<file path="config.mk">
export PLATFORM = sky130hd
export DESIGN_NAME = seg7_disp_arbiter
export DESIGN_NICKNAME = d
export VERILOG_FILES = /design/src/rtl/seg7_disp_arbiter_pkg.sv /design/src/rtl/seg7_disp_arbiter_rr_pick.sv /design/src/rtl/seg7_disp_arbiter.sv
export SDC_FILE = /design/constraint.sdc
export NUM_CORES = 1
export LEC_CHECK = 0
export ABC_AREA = 1
export BUFFER_PORTS_ARGS = -buffer_cell sky130_fd_sc_hd__buf_2
export CAP_MARGIN = 20
export CORE_MARGIN = 2
export CORE_UTILIZATION = 25
export DETAILED_ROUTE_END_ITERATION = 10
export HOLD_SLACK_MARGIN = 0.03
export SLEW_MARGIN = 0
export SYNTH_ARGS = -nofsm -noshare
export SYNTH_HDL_FRONTEND = slang
export SYNTH_HIERARCHICAL = 1
export SYNTH_SLANG_ARGS = --single-unit
</file>
<file path="constraint.sdc">
create_clock -name clk -period 3.2 [get_ports clk]
set_clock_uncertainty 0.15 [all_clocks]
set_input_delay 0.8 -clock clk [delete_from_list [all_inputs] [get_ports clk]]
set_output_delay 0.8 -clock clk [all_outputs]
set_load 0.01 [all_outputs]
</file>
<file path="src/rtl/seg7_disp_arbiter_pkg.sv">
// Shared types and widths for the seven-segment display arbiter.
// Holds the FSM state encoding and the dwell-counter width helper.
package seg7_arb_pkg;

  localparam int unsigned SEG7_W  = 16;
  localparam int unsigned OWNER_W = 3;

  typedef enum logic [1:0] {
    ST_IDLE   = 2'd0,
    ST_HOLD   = 2'd1,
    ST_EXTEND = 2'd2
  } arb_state_t;

  // Dwell counter must hold HOLD_CYCLES-1; at least one bit even for HOLD_CYCLES=1.
  function automatic int unsigned cnt_width(input int unsigned hold);
    return (hold > 1) ? $clog2(hold) : 1;
  endfunction

endpackage

</file>
<file path="src/rtl/seg7_disp_arbiter_rr_pick.sv">
// Combinational round-robin picker: first requester found searching upward
// from last_owner+1, wrapping around to index 0.
module rr_pick
  import seg7_arb_pkg::*;
#(
  parameter int unsigned NREQ = 4
) (
  input  logic [NREQ-1:0]    i_req,
  input  logic [OWNER_W-1:0] i_last,
  output logic [NREQ-1:0]    o_gnt,
  output logic [OWNER_W-1:0] o_idx,
  output logic               o_any
);

  logic               w_hi_any;
  logic               w_lo_any;
  logic [OWNER_W-1:0] w_hi_idx;
  logic [OWNER_W-1:0] w_lo_idx;

  // Lowest requester above last_owner wins; otherwise the lowest at or below it.
  always_comb begin
    w_hi_any = 1'b0;
    w_lo_any = 1'b0;
    w_hi_idx = '0;
    w_lo_idx = '0;
    for (int unsigned j = 0; j < NREQ; j++) begin
      if (i_req[j]) begin
        if (j > 32'(i_last)) begin
          if (!w_hi_any) begin
            w_hi_any = 1'b1;
            w_hi_idx = OWNER_W'(j);
          end
        end else if (!w_lo_any) begin
          w_lo_any = 1'b1;
          w_lo_idx = OWNER_W'(j);
        end
      end
    end
  end

  always_comb begin
    o_any = w_hi_any | w_lo_any;
    o_idx = w_hi_any ? w_hi_idx : w_lo_idx;
    o_gnt = '0;
    for (int unsigned j = 0; j < NREQ; j++) begin
      o_gnt[j] = o_any && (32'(o_idx) == j);
    end
  end

endmodule

</file>
<file path="src/rtl/seg7_disp_arbiter.sv">
// Round-robin owner of the shared 4-digit display with a minimum dwell per
// grant; drives the scanner's value bus, falling back to default_val when idle.
module seg7_disp_arbiter
  import seg7_arb_pkg::*;
#(
  parameter int unsigned NREQ        = 4,
  parameter logic [23:0] HOLD_CYCLES = 24'd12_000_000
) (
  input  logic                     clk,
  input  logic                     rst_n,
  input  logic [SEG7_W-1:0]        default_val,
  input  logic [NREQ-1:0]          req,
  input  logic [SEG7_W*NREQ-1:0]   req_data,
  output logic [NREQ-1:0]          gnt,
  output logic [OWNER_W-1:0]       owner,
  output logic                     busy,
  output logic                     done,
  output logic [SEG7_W-1:0]        disp_val
);

  localparam int unsigned   CW   = cnt_width(32'(HOLD_CYCLES));
  localparam logic [CW-1:0] LOAD = CW'(HOLD_CYCLES - 24'd1);

  arb_state_t         r_state;
  logic [CW-1:0]      r_cnt;
  logic [OWNER_W-1:0] r_last;

  logic [NREQ-1:0]    w_mask_req;
  logic [NREQ-1:0]    w_pick_gnt;
  logic [OWNER_W-1:0] w_pick_idx;
  logic               w_pick_any;
  logic [SEG7_W-1:0]  w_own_data;
  logic [SEG7_W-1:0]  w_pick_data;
  logic               w_own_req;
  logic               w_grant;
  logic               w_release;

  // The current owner is masked so it can never re-win while others wait.
  assign w_mask_req = req & ~gnt;

  rr_pick #(
    .NREQ (NREQ)
  ) u_pick (
    .i_req  (w_mask_req),
    .i_last (r_last),
    .o_gnt  (w_pick_gnt),
    .o_idx  (w_pick_idx),
    .o_any  (w_pick_any)
  );

  always_comb begin
    w_own_data  = '0;
    w_pick_data = '0;
    w_own_req   = 1'b0;
    for (int unsigned j = 0; j < NREQ; j++) begin
      if (gnt[j]) begin
        w_own_data = req_data[SEG7_W*j +: SEG7_W];
        w_own_req  = req[j];
      end
      if (w_pick_gnt[j]) begin
        w_pick_data = req_data[SEG7_W*j +: SEG7_W];
      end
    end
  end

  // Grant/release decisions; a pending handover beats the owner dropping out.
  always_comb begin
    w_grant   = 1'b0;
    w_release = 1'b0;
    unique case (r_state)
      ST_IDLE: w_grant = w_pick_any;
      ST_HOLD: begin
        if (r_cnt == '0) begin
          if (w_pick_any)      w_grant   = 1'b1;
          else if (!w_own_req) w_release = 1'b1;
        end
      end
      ST_EXTEND: begin
        if (w_pick_any)      w_grant   = 1'b1;
        else if (!w_own_req) w_release = 1'b1;
      end
      default: w_release = 1'b1;
    endcase
  end

  always_ff @(posedge clk or negedge rst_n) begin
    if (!rst_n) begin
      r_state  <= ST_IDLE;
      r_cnt    <= '0;
      r_last   <= OWNER_W'(NREQ - 1);
      gnt      <= '0;
      owner    <= '0;
      busy     <= 1'b0;
      done     <= 1'b0;
      disp_val <= '0;
    end else begin
      done <= w_release | (w_grant & (r_state != ST_IDLE));
      if (w_grant) begin
        r_state  <= ST_HOLD;
        r_cnt    <= LOAD;
        r_last   <= w_pick_idx;
        gnt      <= w_pick_gnt;
        owner    <= w_pick_idx;
        busy     <= 1'b1;
        disp_val <= w_pick_data;
      end else if (w_release) begin
        r_state  <= ST_IDLE;
        r_cnt    <= '0;
        gnt      <= '0;
        owner    <= '0;
        busy     <= 1'b0;
        disp_val <= default_val;
      end else begin
        unique case (r_state)
          ST_IDLE: disp_val <= default_val;
          ST_HOLD: begin
            if (r_cnt != '0) r_cnt   <= r_cnt - CW'(1);
            else             r_state <= ST_EXTEND;
            if (w_own_req)   disp_val <= w_own_data;
          end
          ST_EXTEND: disp_val <= w_own_data;
          default:   r_state  <= ST_IDLE;
        endcase
      end
    end
  end

endmodule
</file>
# Word level (Yosys, flattened, before mapping)
# Index checks and enable logic that the tools add are counted.
[op_classes] order_cmp=3 mux=68 n_addsub=1 reduce_logical=17 bitwise_logic=5 eq_ne=8
[op_table] op="16-bit 2-to-1 mux" count=11
[op_table] op="24-bit 2-to-1 mux" count=4
[op_table] op="3-bit 2-to-1 mux" count=18
[op_table] op="16-bit case mux with 3 select lines" count=1
[op_table] op="1-bit 2-to-1 mux" count=26
[op_table] op="24-bit zero test" count=1
[op_table] op="24-bit nonzero test" count=1
[op_table] op="24-bit by 1-bit subtractor with 24-bit output, second input constant" count=1
[op_table] op="4-bit 2-to-1 mux" count=2
[op_table] op="4-bit inequality test, second input constant" count=2
[op_table] op="3-bit by 2-bit == test with 1-bit output, second input constant" count=2
[op_table] op="2-bit by 3-bit > comparator with 1-bit output, first input constant" count=2
[op_table] op="2-bit 2-to-1 mux" count=3
[op_table] op="1-bit case mux with 3 select lines" count=2
[op_table] op="2-bit AND reduction" count=3
[op_table] op="3-bit nonzero test" count=2
[op_table] op="5-bit nonzero test" count=1
[op_table] op="4-bit AND" count=1
[op_table] op="1-bit logical AND" count=4
[op_table] op="4-bit NOT" count=1
[op_table] op="2-bit case mux with 2 select lines" count=1
[op_table] op="2-bit nonzero test" count=2
[op_table] op="3-bit by 1-bit == test with 1-bit output, second input constant" count=1
[op_table] op="1-bit by 3-bit > comparator with 1-bit output, first input constant" count=1
[op_table] op="other kinds (8)" count=9
[totals] output_inout_bits=25 regBits=54 word_cells=110

# Logic depth before layout (Yosys ltp)
[depth] depth_word=20 ltp_mapped=21

# Modules after synthesis
# Netlist, hierarchy kept.
[modules_own_cells] mod="seg7_disp_arbiter" cells_each=713 area_per_inst_um2=4524.3 seq_area_each_um2=1353.8 instances=1
[modules_own_cells] mod="rr_pick" cells_each=49 area_per_inst_um2=220.2 seq_area_each_um2=0.0 instances=1

# Worst setup path before layout
# No wires, ideal clock.
[synth_timing] path_kind="input -> register" startpoint="in req[3]" endpoint="reg disp_val[5]" setup_time_ps=116 path_slack_ps=357 n_path_buf=2 required_ps=2934 cell_stages=19 arrival_time_ps=2576 cell_sequence="inv_1 > nor2_1 > nand3_1 > nand2_1 > nor2_2 > nand2_1 > nand2_1 > nor2_1 > clkbuf_1 > clkinv_1 > clkbuf_1 > nand3_1 > nand2_1 > o21ai_0 > a21oi_1 > o21ai_0 > nand2_1 > nand2_1 > nand2_1"
[synth_between] elab_cells_between_ends=32
[synth_lines] item="from (decl)" line="seg7_disp_arbiter.sv:12" text="input logic [NREQ-1:0] req,"
[synth_lines] item="4-bit AND (*)" line="seg7_disp_arbiter.sv:39" text="assign w_mask_req = req & ~gnt;"
[synth_lines] item="via w_mask_req[3]" line="seg7_disp_arbiter.sv:28" text="logic [NREQ-1:0] w_mask_req;"
[synth_lines] item="3-bit 2-to-1 mux or 1-bit 2-to-1 mux (tied branches)" line="seg7_disp_arbiter_rr_pick.sv:27" text="if (i_req[j]) begin"
[synth_lines] item="3-bit 2-to-1 mux" line="seg7_disp_arbiter_rr_pick.sv:43" text="o_idx = w_hi_any ? w_hi_idx : w_lo_idx;"
[synth_lines] item="3-bit by 1-bit == test with 1-bit output" line="seg7_disp_arbiter_rr_pick.sv:46" text="o_gnt[j] = o_any && (32'(o_idx) == j);"
[synth_lines] item="1-bit logical AND (*)" line="seg7_disp_arbiter_rr_pick.sv:46"
[synth_lines] item="via w_pick_gnt[1]" line="seg7_disp_arbiter.sv:29" text="logic [NREQ-1:0] w_pick_gnt;"
[synth_lines] item="16-bit 2-to-1 mux (*) (3 in series)" line="seg7_disp_arbiter.sv:60" text="if (w_pick_gnt[j]) begin"
[synth_lines] item="16-bit 2-to-1 mux (*)" line="seg7_disp_arbiter.sv:98" text="if (w_grant) begin"
[synth_lines] item="to (signal assigned)" line="seg7_disp_arbiter.sv:105" text="disp_val <= w_pick_data;"
[synth_lines] item="to (signal assigned)" line="seg7_disp_arbiter.sv:112" text="disp_val <= default_val;"
[synth_lines] item="to (signal assigned)" line="seg7_disp_arbiter.sv:115" text="ST_IDLE: disp_val <= default_val;"
[synth_lines] item="to (decl)" line="seg7_disp_arbiter.sv:18" text="output logic [SEG7_W-1:0] disp_val"
# Mark *: on every way through the listed nets, which the timed path passes. The rest lies on a longest branch.
# A chain may end at the register's enable or synchronous reset.

# Worst setup path in the final report
[layout_timing] startpoint="reg gnt[2]" endpoint="reg disp_val[0]"
[layout_between] elab_cells_between_ends=48
[layout_lines] item="from (decl)" line="seg7_disp_arbiter.sv:14" text="output logic [NREQ-1:0] gnt,"
[layout_lines] item="from (signal assigned)" line="seg7_disp_arbiter.sv:102" text="gnt <= w_pick_gnt;"
[layout_lines] item="4-bit NOT (*)" line="seg7_disp_arbiter.sv:39"
[layout_lines] item="4-bit AND (*)" line="seg7_disp_arbiter.sv:39"
[layout_lines] item="via w_mask_req[2]" line="seg7_disp_arbiter.sv:28"
[layout_lines] item="3-bit 2-to-1 mux or 1-bit 2-to-1 mux (tied branches)" line="seg7_disp_arbiter_rr_pick.sv:27"
[layout_lines] item="3-bit 2-to-1 mux, on equally long branches" line="seg7_disp_arbiter_rr_pick.sv:33, seg7_disp_arbiter_rr_pick.sv:29"
[layout_lines] item="3-bit 2-to-1 mux" line="seg7_disp_arbiter_rr_pick.sv:28" text="if (j > 32'(i_last)) begin"
[layout_lines] item="3-bit 2-to-1 mux" line="seg7_disp_arbiter_rr_pick.sv:27"
[layout_lines] item="3-bit 2-to-1 mux (*)" line="seg7_disp_arbiter_rr_pick.sv:43"
[layout_lines] item="via w_pick_idx[0]" line="seg7_disp_arbiter.sv:30" text="logic [OWNER_W-1:0] w_pick_idx;"
[layout_lines] item="3-bit by 2-bit == test with 1-bit output (*)" line="seg7_disp_arbiter_rr_pick.sv:46"
[layout_lines] item="1-bit logical AND (*)" line="seg7_disp_arbiter_rr_pick.sv:46"
[layout_lines] item="via w_pick_gnt[2]" line="seg7_disp_arbiter.sv:29"
[layout_lines] item="16-bit 2-to-1 mux (*) (2 in series)" line="seg7_disp_arbiter.sv:60"
[layout_lines] item="16-bit 2-to-1 mux (*)" line="seg7_disp_arbiter.sv:98"
# Mark *: on every way through the listed nets, which the timed path passes. The rest lies on a longest branch. The select of a mux whose other input is x is not followed.

==> results.sh <==
export IMPL_outcome="finished clean"
export IMPL_fin_cells=1095
export IMPL_total_power_mw=6.550
export IMPL_finalWirelength_um=16570
export IMPL_postLayoutCellArea_um2=5732
export IMPL_rows=50
export IMPL_dp_cells=1086
export IMPL_setup_viol=0
export IMPL_worstRegToRegCells=14
export IMPL_worst_path_max_fanout=17
export IMPL_placed_area_um2=5555
export IMPL_layout_drive_gt1_share_pct=24.30
export IMPL_syn_area_per_cell_um2=6.226
export IMPL_grt_use_met1_pct=22.91
export IMPL_worst_ep_arrival_time_ns=2.85
export IMPL_post_place_ws_ns=0.2290
export IMPL_cts_root_buf="clkbuf_16"
export IMPL_rsz0062_at_grt="no"
export IMPL_yosys_warnings=6
export IMPL_cp_required_ns=3.29
export IMPL_setup_total_negative_slack_ns=0
export IMPL_hp_start="disp_val[1]"
export IMPL_gp_congestion=0.8528
export IMPL_hold_end="disp_val[1]"
export IMPL_fin_ws_ns=0.4404
export IMPL_synth_seq_area_share_pct=28.53
export IMPL_start_util_pct=25.45
export IMPL_wl_per_cell_um=15.13
export IMPL_grtUsageTotal_pct=16.68
export IMPL_clkLatencyLatePin_ns=0.31
export IMPL_use_met3_pct=3.206
export IMPL_ir_drop_mv=0.4127
export IMPL_ctsHoldBuffers=0
export IMPL_fmax_ghz=0.3624
export IMPL_path_clk_slew_ns=0.09
export IMPL_tightest_slew_ns=0.7523
export IMPL_crit_path_frequent_cell="nand2_1"
export IMPL_cpPeakStageDelay_ns=0.63
export IMPL_synthDistinctLibCells=39
export IMPL_yosys_register_bits=54
export IMPL_cp_num_buf_inv=1
export IMPL_async_flop_share_pct=100.0
export IMPL_syn_nets=853
export IMPL_drv_cap=0
export IMPL_leakage_nw=3.012
export IMPL_core_area_um2=18640
export IMPL_portBuffers=110
export IMPL_whs_path_depth=2
export IMPL_startpoint_type="register"
export IMPL_numCtsBuffers=5
export IMPL_cts_resized=0
export IMPL_hold_path_class="register to register"
export IMPL_report_final_slew_viol_count=0
export IMPL_grtUsageMet2_pct=26.60
export IMPL_ant_nets=0
export IMPL_post_cts_buffers=0
export IMPL_pin_count=111
export IMPL_nets=950
export IMPL_num_vias=5241
export IMPL_first_pass_iters=8
export IMPL_slew_headroom_pct=49.85
export IMPL_crit_family="simple AND/OR/NAND/NOR gates"
export IMPL_antenna_found_initial=1
export IMPL_cts_tree="done"
export IMPL_grt_max_degree=55
export IMPL_route_detailed_drc=0
export IMPL_drtIter0Drc=404
export IMPL_dp_hpwl_um=12150
export IMPL_finalCritPeriodShare_pct=86.24
export IMPL_grt_pass1_vias=4867
export IMPL_netlist_area_um2=4745
export IMPL_grt_first_pass_wirelength_um=26350
export IMPL_r2r_start="gnt[2]"
export IMPL_r2r_slack_ns=0.44
export IMPL_fin_crit_ns=2.760
export IMPL_die_h_um=141.8
export IMPL_critPathSlowestCell="dfrtp_1"
export IMPL_clock_sinks=54
export IMPL_synth_edff_count=0
export IMPL_yosys_most_used_dff="dfrtp_1"
export IMPL_path_cells="nor2_1, nand2_1, nand2_1, nor2_2, nand3_2, nand2_2, nor2_1, inv_1, o21ai_0, a21oi_1, o21ai_0, nand2_1, nand2_1, nand2_1"
export IMPL_dieArea_um2=20100
export IMPL_flow_area_growth_from_synthesis_pct=20.81
export IMPL_die_w_um=141.8
export IMPL_grt_busiest_layer="met2"
export IMPL_crit_path_end_kind="register"
export IMPL_hold_viol_final=0
export IMPL_power_density_nw_per_um2=1143
export IMPL_cts_buffer_depth=2
export IMPL_syn_instance_count=762
export IMPL_gr_total_overflow=0
export IMPL_htree_levels=2
export IMPL_critPathKind="register to register"
export IMPL_r2r_end="disp_val[0]"
export IMPL_viasPerCell=4.786
==> state kept, by name (all words and copies together) (netlist names) <==
name	cells
r_cnt	24
disp_val	16
gnt	4
owner	3
r_last	3
r_state	2
busy	1
done	1
==> tightest hold or removal path, delay by kind of cell, from the launching register on <==
kind          cells  cell delay, ns
simple gates      2            0.11
flops             1            0.34
==> layer usage <==
metal	part of all wire, %	vias to the layer above
met5	0	-
met4	2.3	0
met3	6.7	27
met2	45	199
met1	46	2394
li1	-	2621
==> power by group <==
part           switching (mW)  internal (mW)
Clock                   0.297          0.376
Sequential              0.265           1.01
Combinational            3.02           1.58
Total                    3.58           2.97
==> synth_stat cells, drive strengths merged (3+ instances only) <==
| library cell | instances | area share, % |
|---|---|---|
| nor2 | 58 | 6.2 |
| nand2 | 323 | 27 |
| dfrtp | 52 | 27 |
| nand3 | 66 | 7.5 |
| or2 | 18 | 2.4 |
| o22ai | 3 | 0.40 |
| xnor2 | 7 | 1.3 |
| o21ai | 47 | 5.0 |
| xor2 | 12 | 2.2 |
| buf | 17 | 2.3 |
| nor3 | 7 | 0.95 |
| o211ai | 10 | 1.8 |
| inv | 52 | 4.2 |
| clkbuf | 20 | 1.6 |
| a21oi | 54 | 5.7 |
| ha | 5 | 1.3 |
| nand4 | 4 | 0.84 |
==> through the flow <==
| step | utilization (%) | hold slack (ns) |
|---|---|---|
| 6_report | 30.75 | 0.3316 |
| 5_1_grt | 30.75 | 0.3627 |
| 4_1_cts | 30.73 | 0.3296 |
| 3_5_place_dp | 29.80 | 0.3103 |
| 3_3_place_gp | 29.80 | 0.3121 |
| 2_1_floorplan | - | 0.3262 |
==> final cells by class <==
| class | count | area, um^2 |
|---|---|---|
| Inverter | 53 | 201.4 |
| Antenna cell | 1 | 2.502 |
| Sequential cell | 54 | 1354 |
| Tap cell | 234 | 292.8 |
| Fill cell | 2108 | 12910 |
| Multi-Input combinational cell | 618 | 3004 |
| Clock buffer | 5 | 125.1 |
| Clock inverter | 3 | 48.80 |
| Timing Repair Buffer | 127 | 703.2 |
==> kinds of logic after synthesis <==
kind of cell,Yosys count,share of synthesized area [%]
compound gates,117,13.26
xor+xnor,19,3.507
fa+ha+maj,5,1.319
buf+inv,90,8.149
flops,54,28.53
other cells,1,0.07904
simple gates,476,45.15
==> how the worst max path moves through the flow <==
stage               startpoint           to  slack (ns)  cells past startpoint
global placement        req[1]  disp_val[0]        0.22                     17
detailed placement      req[1]  disp_val[0]        0.23                     17
CTS                     gnt[2]  disp_val[0]        0.50                     14
global route            gnt[2]  disp_val[1]        0.06                     16
finish                  gnt[2]  disp_val[0]        0.44                     14
floorplan               req[3]  disp_val[5]        0.36                     19
==> cell usage in the layout, fill, tap and decap left out, types with 2 or more instances in the layout <==
cell type / instances
dfstp_2: 2
o22ai_1: 3
or2_2: 17
inv_2: 8
nand3_2: 3
xnor2_1: 7
nand3_1: 62
nand4_1: 3
a21oi_1: 54
nand2_2: 16
o211ai_2: 2
dfrtp_1: 52
clkbuf_16: 5
nand2_4: 5
buf_2: 110
buf_12: 2
nand2_1: 302
o21ai_0: 46
nor2_2: 10
buf_4: 15
nor2_4: 5
nor3_1: 5
a31oi_1: 2
o211ai_1: 8
xor2_1: 12
nor2_1: 42
nor3_2: 2
ha_1: 5
inv_1: 43
Power figures use the tool's default switching activity.
